File: src/rtl/mips_cpu_muldiv_ctrl.sv
// HI/LO owner for the MIPS mul/div unit: sequences MULT/MULTU/DIV/DIVU/MTHI/MTLO
// with a shift-add multiplier (optionally single-step) and a 32-step restoring divider.
module mips_cpu_muldiv_ctrl #(
    parameter bit FAST_MUL = 1'b0
) (
    input  logic        clk,
    input  logic        reset,
    input  logic        start,
    input  logic [2:0]  op,
    input  logic [31:0] a,
    input  logic [31:0] b,
    input  logic        mf_read,
    output logic [31:0] hi,
    output logic [31:0] lo,
    output logic        busy,
    output logic        done,
    output logic        stall
);
    // state | meaning
    // IDLE  | accepting ops; MTHI/MTLO and divide-by-zero finish here
    // CALC  | one multiply or divide iteration per edge, counter 0..31
    // FIX   | sign correction and HI/LO write, then back to IDLE
    typedef enum logic [1:0] {IDLE, CALC, FIX} state_t;

    localparam logic [2:0] OP_MULTU = 3'd0;
    localparam logic [2:0] OP_MULT  = 3'd1;
    localparam logic [2:0] OP_DIVU  = 3'd2;
    localparam logic [2:0] OP_DIV   = 3'd3;
    localparam logic [2:0] OP_MTHI  = 3'd4;
    localparam logic [2:0] OP_MTLO  = 3'd5;

    state_t      state;
    logic [4:0]  counter;
    logic [63:0] acc;       // mul: {partial product, multiplier}; div: {remainder, quotient}
    logic [31:0] opnd;      // multiplicand or divisor magnitude
    logic        is_div;
    logic        neg_prod;  // product sign, also the quotient sign
    logic        neg_rem;

    logic [31:0] a_mag, b_mag;
    logic [63:0] fast_prod;
    logic [32:0] mul_sum;
    logic [63:0] mul_next;
    logic [32:0] rem_sh;
    logic [33:0] diff;
    logic [63:0] div_next;
    logic [63:0] prod_fix;
    logic [31:0] quo_fix, rem_fix;

    // op[0] marks the signed variants of both multiply and divide
    always_comb begin
        a_mag     = (op[0] && a[31]) ? (~a + 32'd1) : a;
        b_mag     = (op[0] && b[31]) ? (~b + 32'd1) : b;
        fast_prod = {32'd0, a_mag} * {32'd0, b_mag};
        mul_sum   = {1'b0, acc[63:32]} + (acc[0] ? {1'b0, opnd} : 33'd0);
        mul_next  = {mul_sum, acc[31:1]};
        rem_sh    = {acc[63:32], acc[31]};
        diff      = {1'b0, rem_sh} - {2'd0, opnd};
        div_next  = diff[33] ? {rem_sh[31:0], acc[30:0], 1'b0}
                             : {diff[31:0],   acc[30:0], 1'b1};
        prod_fix  = neg_prod ? (~acc + 64'd1) : acc;
        quo_fix   = neg_prod ? (~acc[31:0] + 32'd1) : acc[31:0];
        rem_fix   = neg_rem  ? (~acc[63:32] + 32'd1) : acc[63:32];
    end

    assign stall = busy & (start | mf_read);

    always_ff @(posedge clk) begin
        if (!reset) begin
            state    <= IDLE;
            counter  <= 5'd0;
            acc      <= 64'd0;
            opnd     <= 32'd0;
            is_div   <= 1'b0;
            neg_prod <= 1'b0;
            neg_rem  <= 1'b0;
            hi       <= 32'd0;
            lo       <= 32'd0;
            busy     <= 1'b0;
            done     <= 1'b0;
        end else begin
            done <= 1'b0;
            unique case (state)
                IDLE: begin
                    if (start) begin
                        case (op)
                            OP_MTHI: hi <= a;
                            OP_MTLO: lo <= a;
                            OP_MULTU, OP_MULT: begin
                                opnd     <= a_mag;
                                is_div   <= 1'b0;
                                neg_prod <= op[0] & (a[31] ^ b[31]);
                                neg_rem  <= op[0] & a[31];
                                counter  <= 5'd0;
                                busy     <= 1'b1;
                                if (FAST_MUL) begin
                                    acc   <= fast_prod;
                                    state <= FIX;
                                end else begin
                                    acc   <= {32'd0, b_mag};
                                    state <= CALC;
                                end
                            end
                            OP_DIVU, OP_DIV: begin
                                if (b == 32'd0) begin
                                    done <= 1'b1;
                                end else begin
                                    acc      <= {32'd0, a_mag};
                                    opnd     <= b_mag;
                                    is_div   <= 1'b1;
                                    neg_prod <= op[0] & (a[31] ^ b[31]);
                                    neg_rem  <= op[0] & a[31];
                                    counter  <= 5'd0;
                                    busy     <= 1'b1;
                                    state    <= CALC;
                                end
                            end
                            default: ;
                        endcase
                    end
                end
                CALC: begin
                    acc     <= is_div ? div_next : mul_next;
                    counter <= counter + 5'd1;
                    if (counter == 5'd31)
                        state <= FIX;
                end
                FIX: begin
                    if (is_div) begin
                        hi <= rem_fix;
                        lo <= quo_fix;
                    end else begin
                        hi <= prod_fix[63:32];
                        lo <= prod_fix[31:0];
                    end
                    busy  <= 1'b0;
                    done  <= 1'b1;
                    state <= IDLE;
                end
                default: state <= IDLE;
            endcase
        end
    end
endmodule
File: config.mk
export PLATFORM = sky130hd
export DESIGN_NAME = mips_cpu_muldiv_ctrl
export DESIGN_NICKNAME = d
export VERILOG_FILES = /design/src/rtl/mips_cpu_muldiv_ctrl.sv
export SDC_FILE = /design/constraint.sdc
export NUM_CORES = 1
export LEC_CHECK = 0
export CAP_MARGIN = 20
export CORE_MARGIN = 3
export CORE_UTILIZATION = 59
export DETAILED_ROUTE_END_ITERATION = 7
export DONT_BUFFER_PORTS = 1
export PLACE_DENSITY = 0.75
export SYNTH_ARGS = -nofsm -noshare
export SYNTH_HDL_FRONTEND = slang
export SYNTH_SLANG_ARGS = --single-unit
File: constraint.sdc
create_clock -name clk -period 3.55 [get_ports clk]
set_clock_uncertainty 0.05 [all_clocks]
set_input_delay 0.5325 -clock clk [delete_from_list [all_inputs] [get_ports clk]]
set_output_delay 0.5325 -clock clk [all_outputs]
set_load 0.05 [all_outputs]
==> key figures, run 1 <==
Status
  • Status: finished clean

Detailed routing
  • Via Count: 14960
  • Drt wl/cell: 22.60 um
  • Post-route DRC: 0
  • Final wirelength: 50760 um
  • Iteration count of the initial detailed-routing pass: 7
  • Drt via density: 6.660
  • First DRT Iteration DRCs: 2141
  • Post-DRT Antenna Nets: 0

Final layout
  • Ant. Diodes: 0
  • Final #Nets: 2057
  • Commonest cells after routing, fill and taps aside: nand2_1, a21oi_1, dfxtp_1
  • Layout area overhead: 7.453%
  • Layout cell share with drive strength beyond 1: 8.718%
  • Final Util: 65.53%
  • Commonest non-fill, non-tap cell in the layout: nand2_1

Place
  • Post-DP HPWL: 39000 um
  • Number of buffers added on ports: 0
  • Routability cong.: 0.9938

Clocking
  • Reg clk slew, reported paths: 0.08 ns
  • Deepest level of the CTS H-tree: 4
  • Worst skew pair latency: 0.44 ns
  • Clock root cell: clkbuf_16
  • Max clock buf depth: 2
  • Hold_buf cts: 0
  • TritonCTS clock tree: done
  • Post-CTS setup repair buffer count: 0
  • CTS Buf Count: 17
  • # clock sinks: 172

Logic synthesis
  • Post-synth top flop: dfxtp_1
  • Post-synthesis net count: 2090
  • Sequential-to-total area share from yosys stat: 23.63%
  • Gate Count Post-Synth: 1947
  • Synthesized flop and latch total: 172
  • Unique masters post-synth: 88
  • Mean Syn Cell Area: 7.484 um2
  • Synth warnings: 0
  • Post-Syn Area: 14570 um2
  • Asr flop ratio synth: 0%
  • EDFF count, synth: 0

Setup path
  • CP Buf/Inv Count: 2
  • Worst-path fanout max: 5
  • Crit path from: acc[31]
  • Worst Setup Start Kind: flop
  • WP data arrival: 3.70 ns
  • Critical path type: reg -> reg
  • Reg-to-reg startpoint: acc[31]
  • CP max stage delay: 0.43 ns
  • Top delay family on crit path: compound AO/OA/AOI/OAI gates
  • R2R Setup Slk: 0.13 ns
  • CP endpoint kind: flop
  • Worst path slowest cell: a2111o_1
  • Worst Path Required: 3.83 ns
  • R2R Path End: acc[62]
  • Critical path, cell by cell: inv_2 > ha_1 > inv_1 > fa_1 > a211o_1 > a211o_1 > nand3_2 > a2111oi_0 > a2111o_1 > a21o_1 > o21ai_2 > mux2i_1 > a22oi_1 > nand3_1
  • R2r worst-path depth: 14
  • Cell mode on critical path: a211o_1

STA
  • Worst-margin pin slew: 1.074 ns
  • Worst hold slack: 0.2194 ns
  • Fin crit period: 3.422 ns
  • Final setup violation count: 0
  • Final worst path period share: 96.39%
  • Max Fclk: 292.2 MHz
  • Final count of hold timing violations: 0
  • Max-slew headroom: 27.93%
  • Total negative slack: 0 ns
  • RSZ-0062 raised after global routing: false
  • Pins Over Slew Limit: 0

Floorplanning
  • Die height: 163.2 um
  • IO Pins: 138
  • Die area: 26620 um2
  • Initial Util: 60.99%
  • Core area: 23890 um2
  • Standard-cell rows: 56
  • Chip Width: 163.2 um

Worst hold path
  • Hold depth: 2
  • Hold Crit Class: in -> reg
  • Hold-critical path endpoint: neg_prod
  • Hold Startpoint: op[0]

Pwr
  • Leakage Power: 6.403 nW
  • Final Power: 0.005440 W
  • PwrDens: 347.4 nW/um2
  • Worst vdd ir: 0.3296 mV

Global routing
  • Initial antenna violation count: 1
  • Overflow after GRT: 0
  • Wire length of the first global-routing pass: 76210 um
  • Pin count of the biggest net entering global routing: 147
  • Global Route Usage Sum: 36.75%
  • Vias in the first global route: 13480

Flow run
  • Max-Cap Viols: 0
[power by group]
group          internal, W  total (W)  switching (W)
combinational     0.000513    0.00132       0.000810
sequential         0.00201    0.00218       0.000166
clock             0.000962    0.00194       0.000976
[logic make-up after synthesis]
family                     count (synthesis)  synth area share, %
AOI/OAI and AO/OA                        655                29.28
and+or+nand+nor                          630                21.21
buffers and inverters                    192                5.478
xor gates and xnor gates                 168                10.10
muxes                                     58                4.019
DFF                                      172                23.63
adders and majority gates                 72                6.285
[cells in the mapped netlist, types with 7 or more instances]
cell type | count | area share [%]
nand2_1 | 200 | 5.2
xor2_1 | 82 | 4.9
a21o_1 | 35 | 1.8
a31oi_1 | 31 | 1.3
nor3_1 | 18 | 0.62
a21boi_0 | 22 | 1.1
o211a_1 | 19 | 1.3
nor2_1 | 170 | 4.4
xnor2_1 | 86 | 5.2
o211ai_1 | 27 | 1.4
and3_1 | 13 | 0.56
nand2b_1 | 16 | 0.69
o21ai_0 | 135 | 4.6
a22oi_1 | 19 | 0.98
clkbuf_1 | 103 | 2.7
nand3_1 | 63 | 2.2
o41ai_1 | 15 | 0.90
a21oi_1 | 197 | 6.8
or4_1 | 11 | 0.57
o31ai_1 | 26 | 1.3
and2_1 | 14 | 0.60
or3_1 | 17 | 0.73
a211oi_1 | 30 | 1.5
nand4_1 | 15 | 0.64
buf_1 | 7 | 0.18
o221ai_1 | 15 | 0.90
dfxtp_1 | 172 | 24
mux2i_1 | 54 | 3.7
o21a_1 | 12 | 0.62
buf_2 | 8 | 0.27
inv_1 | 62 | 1.6
nor4_1 | 9 | 0.39
o31a_1 | 8 | 0.48
ha_1 | 70 | 6.0
nor2b_1 | 48 | 2.1
[metrics by stage]
step / area, um2 / instances / worst slack [ns]
2_1_floorplan: 14570 / 1947 / 0.2636
3_3_place_gp: 15030 / 2214 / 0.06914
3_5_place_dp: 15030 / 2214 / 0.08421
4_1_cts: 15620 / 2246 / 0.05565
5_1_grt: 15660 / 2246 / 0.01693
6_report: 15660 / 2246 / 0.1283
[timing repair]
action | in CTS | in global routing
hold endpoints to repair | 0 | 0
endpoints found under the setup margin | 0 | 32
resized for setup | 0 | 14
[layout make-up]
class | instances | area, um2
inverters | 62 | 232.7
repair buffers | 78 | 598.1
flip-flops and latches | 172 | 3446
well taps | 319 | 399.1
clock inverters | 14 | 148.9
fillers | 2095 | 8235
clock buffers | 18 | 439.2
multi-input cells | 1583 | 10390
[routing by layer]
layer | global-route usage (%) | wire length, um | up-vias
li1 | - | - | 6988
met1 | 50.23 | 21070 | 6945
met5 | 0 | 13 | -
met3 | 11.26 | 6771 | 127
met4 | 15.42 | 2181 | 2
met2 | 53.62 | 20720 | 897
[state kept, by name, indices dropped and copies added, names as in the netlist]
register  flops
is_div        1
state         2
neg_prod      1
counter       5
acc          64
busy          1
neg_rem       1
lo           32
hi           32
opnd         32
done          1
[worst max path at each step]
stage / end / slack [ns] / cells after the start
finish: acc[62] / 0.13 / 14
detailed placement: acc[62] / 0.08 / 14
floorplan: acc[59] / 0.26 / 13
CTS: acc[62] / 0.06 / 14
global route: hi[3] / 0.02 / 9
global placement: acc[62] / 0.07 / 14
Power figures use the tool's default switching activity.
==> run 2: changes to the inputs <==
--- a/config.mk
+++ b/config.mk
@@ -10,7 +10,8 @@
 export CORE_UTILIZATION = 59
 export DETAILED_ROUTE_END_ITERATION = 7
 export DONT_BUFFER_PORTS = 1
-export PLACE_DENSITY = 0.75
+export HOLD_SLACK_MARGIN = 0.05
+export PLACE_DENSITY = 0.78
 export SYNTH_ARGS = -nofsm -noshare
 export SYNTH_HDL_FRONTEND = slang
 export SYNTH_SLANG_ARGS = --single-unit
==> constraint.sdc (replaced) <==
create_clock -name clk -period 2.7 [get_ports clk]
set_clock_uncertainty 0.05 [all_clocks]
set_input_delay 0.405 -clock clk [delete_from_list [all_inputs] [get_ports clk]]
set_output_delay 0.405 -clock clk [all_outputs]
set_load 0.05 [all_outputs]
==> run 2 against run 1 <==
The run now ends with design-rule violations, negative setup slack left. Non-clock buffer count increased by 363. Register-to-register slack got worse by 0.58 ns. Maximum frequency increased by 8.6%. Die area unchanged. Critical path depth decreased by 1. First-iteration DRC count increased by 50%. Critical endpoint is now acc[38]. Largest cell class unchanged.
==> key figures, run 2 (same netlist as run 1, synthesis figures left out) <==
Detailed routing
  • Iteration count of the initial detailed-routing pass: 8 (+1)
  • First DRT Iteration DRCs: 3220 (+50%)
  • Via Count: 17970 (+20%)
  • Post-DRT Antenna Nets: 0 (unchanged)
  • Post-route DRC: 20 (+20)
  • Drt via density: 6.883 (+3.3%)
  • Drt wl/cell: 25.09 um (+11%)
  • Final wirelength: 65510 um (+29%)

Setup path
  • CP endpoint kind: flop
  • Critical path, cell by cell: ha_4 > and3_4 > nor3b_2 > o311a_1 > nand3b_4 > nor3b_4 > o21a_1 > a41o_4 > buf_12 > buf_8 > mux2i_1 > a21oi_1 > a21o_1
  • Critical path type: reg -> reg
  • CP max stage delay: 0.55 ns (+0.12 ns)
  • Worst-path fanout max: 5 (unchanged)
  • R2r worst-path depth: 13 (-1)
  • Worst Path Required: 2.99 ns (-0.84 ns)
  • R2R Path End: acc[38]
  • Reg-to-reg startpoint: acc[38]
  • R2R Setup Slk: -0.45 ns (-0.58 ns)
  • Worst Setup Start Kind: flop
  • Worst path slowest cell: dfxtp_1
  • WP data arrival: 3.44 ns (-0.26 ns)

STA
  • Pins Over Slew Limit: 0 (unchanged)
  • Worst-margin pin slew: 1.055 ns (-0.01917 ns)
  • Final WS setup: -0.4519 ns (-0.5801 ns)
  • Max-slew headroom: 29.69% (+1.8 points)
  • Worst hold slack: 0.07587 ns (-0.1436 ns)
  • Fin crit period: 3.152 ns (-0.2699 ns)
  • Final worst path period share: 116.7% (+20 points)
  • Total negative slack: -12.15 ns (-12.15 ns)
  • Max Fclk: 317.3 MHz (+8.6%)
  • Final count of hold timing violations: 0 (unchanged)
  • RSZ-0062 raised after global routing: true
  • Final setup violation count: 53 (+53)

Place
  • Post-DP HPWL: 44000 um (+13%)
  • Number of buffers added on ports: 0 (unchanged)
  • Cell Area, Placed: 17490 um2 (+16%)
  • Post-Place Setup Slack: -0.5601 ns (-0.6443 ns)
  • Routability cong.: 1.023 (+2.9%)

Floorplanning
  • Initial Util: 60.99% (unchanged)
  • Standard-cell rows: 56 (unchanged)
  • Core area: 23890 um2 (unchanged)
  • Chip Width: 163.2 um (unchanged)
  • Die height: 163.2 um (unchanged)
  • IO Pins: 138 (unchanged)
  • Die area: 26620 um2 (unchanged)

Pwr
  • Switching share of total power: 36.70% (+0.80 points)
  • Psw: 0.002952 W (+51%)
  • Worst vdd ir: 0.3524 mV (+6.9%)
  • Clock Power Share: 31.8% (-3.8 points)
  • Final Power: 0.008044 W (+48%)
  • Leakage Power: 8.549 nW (+34%)
  • PwrDens: 401.0 nW/um2 (+15%)
  • Pint: 0.005092 W (+46%)
  • Sequential share of power: 35.1% (-5.0 points)
  • Comb pwr share: 33.1% (+8.8 points)

Final layout
  • Final #Nets: 2421 (+18%)
  • Layout cell share with drive strength beyond 1: 31.21% (+22 points)
  • Top reg by flops: acc
  • Layout area overhead: 37.66%
  • Max reg flops: 64 (unchanged)
  • Commonest non-fill, non-tap cell in the layout: buf_4
  • Commonest cells after routing, fill and taps aside: buf_4, nand2_1, a21oi_1
  • Design area: 20060 um2 (+28%)

Global routing
  • Pin count of the biggest net entering global routing: 147 (unchanged)
  • Vias in the first global route: 16540 (+23%)
  • Global Route Usage Sum: 44.29% (+7.5 points)
  • Initial antenna violation count: 3 (+2)
  • Wire length of the first global-routing pass: 92200 um (+21%)
  • Overflow after GRT: 0 (unchanged)

Clocking
  • Deepest level of the CTS H-tree: 4 (unchanged)
  • Hold_buf cts: 0 (unchanged)
  • CTS Buf Count: 17 (unchanged)
  • Clock root cell: clkbuf_16
  • Reg clk slew, reported paths: 0.07 ns (about the same)
  • Worst skew pair latency: 0.45 ns (about the same)
  • Max clock buf depth: 2 (unchanged)
  • TritonCTS clock tree: done
  • # clock sinks: 172 (unchanged)

Worst hold path
  • Hold depth: 2 (unchanged)
  • Hold-critical path endpoint: neg_prod
  • Hold Crit Class: in -> reg
  • Hold Startpoint: op[0]

Flow run
  • Max-Cap Viols: 0 (unchanged)

Status
  • Status: finished with violations
  • Failing checks: design-rule violations, negative setup slack
run 2: cell count changes in the layout (fill, tap and decap cells not counted), moves of 21 or more:
cell     previous run  this run
o21ai_1             7        32
o21ai_0           134        95
a21oi_1           195       172
buf_4              77       394
buf_6               0        29
ha_1               70        49
run 2: cell type report:
cell class                 count  area, um2
multi-input combinational   1584      11730
fill                        1405       3834
timing repair buffer         441       3632
sequential                   172       3471
clock buffer                  18      439.2
tap                          319      399.1
inverter                      62      242.7
clock inverter                14      145.1
antenna                        1      2.502
run 2: worst max-delay path by stage:
stage	from	to	slack, ns	depth (start not counted)
4_1_cts	acc[0]	acc[59]	-0.31	14
2_1_floorplan	acc[0]	acc[59]	-0.21	13
6_report	acc[38]	acc[38]	-0.45	13
5_1_grt	acc[38]	acc[38]	-0.54	13
3_5_place_dp	acc[0]	acc[56]	-0.56	13
3_3_place_gp	acc[0]	acc[59]	-0.49	13
run 2: through the flow:
step / util [%] / std cells
3_3_place_gp: 73.18 / 2511
2_1_floorplan: - / 1947
3_5_place_dp: 73.18 / 2511
6_report: 83.95 / 2611
5_1_grt: 83.95 / 2611
4_1_cts: 79.95 / 2583
run 2: power by group through the flow:
| stage | combinational, W | clock [W] | sequential (W) |
|---|---|---|---|
| floorplan | 0.00131 | 0 | 0.00287 |
| global placement | 0.00208 | 0 | 0.00286 |
| detailed placement | 0.00212 | 0 | 0.00287 |
| CTS | 0.00233 | 0.00250 | 0.00281 |
| global route | 0.00277 | 0.00262 | 0.00283 |
| finish | 0.00267 | 0.00255 | 0.00282 |
run 2: routing by layer:
metal / global-route usage, % / wire length (um) / vias up
met5: 1.515 / 25 / -
met4: 24.03 / 5115 / 4
met3: 16.64 / 10360 / 439
met2: 65.10 / 26890 / 1573
met1: 55.88 / 23120 / 8236
li1: - / - / 7720
run 2: critical path, delay by kind of cell, from the launching register on:
family          cells  cell delay [ns]
compound gates      5             0.97
buf+inv             2             0.27
flops               1             0.55
mux                 1             0.24
simple gates        4             0.75
fa+ha+maj           1             0.22
run 2: what timing repair did:
action / in CTS / in global routing
buffers inserted: 38 / 33
resized for setup: 163 / 147
pin swaps: 68 / 111
gates cloned: 3 / 0
endpoints found under the setup margin: 61 / 75
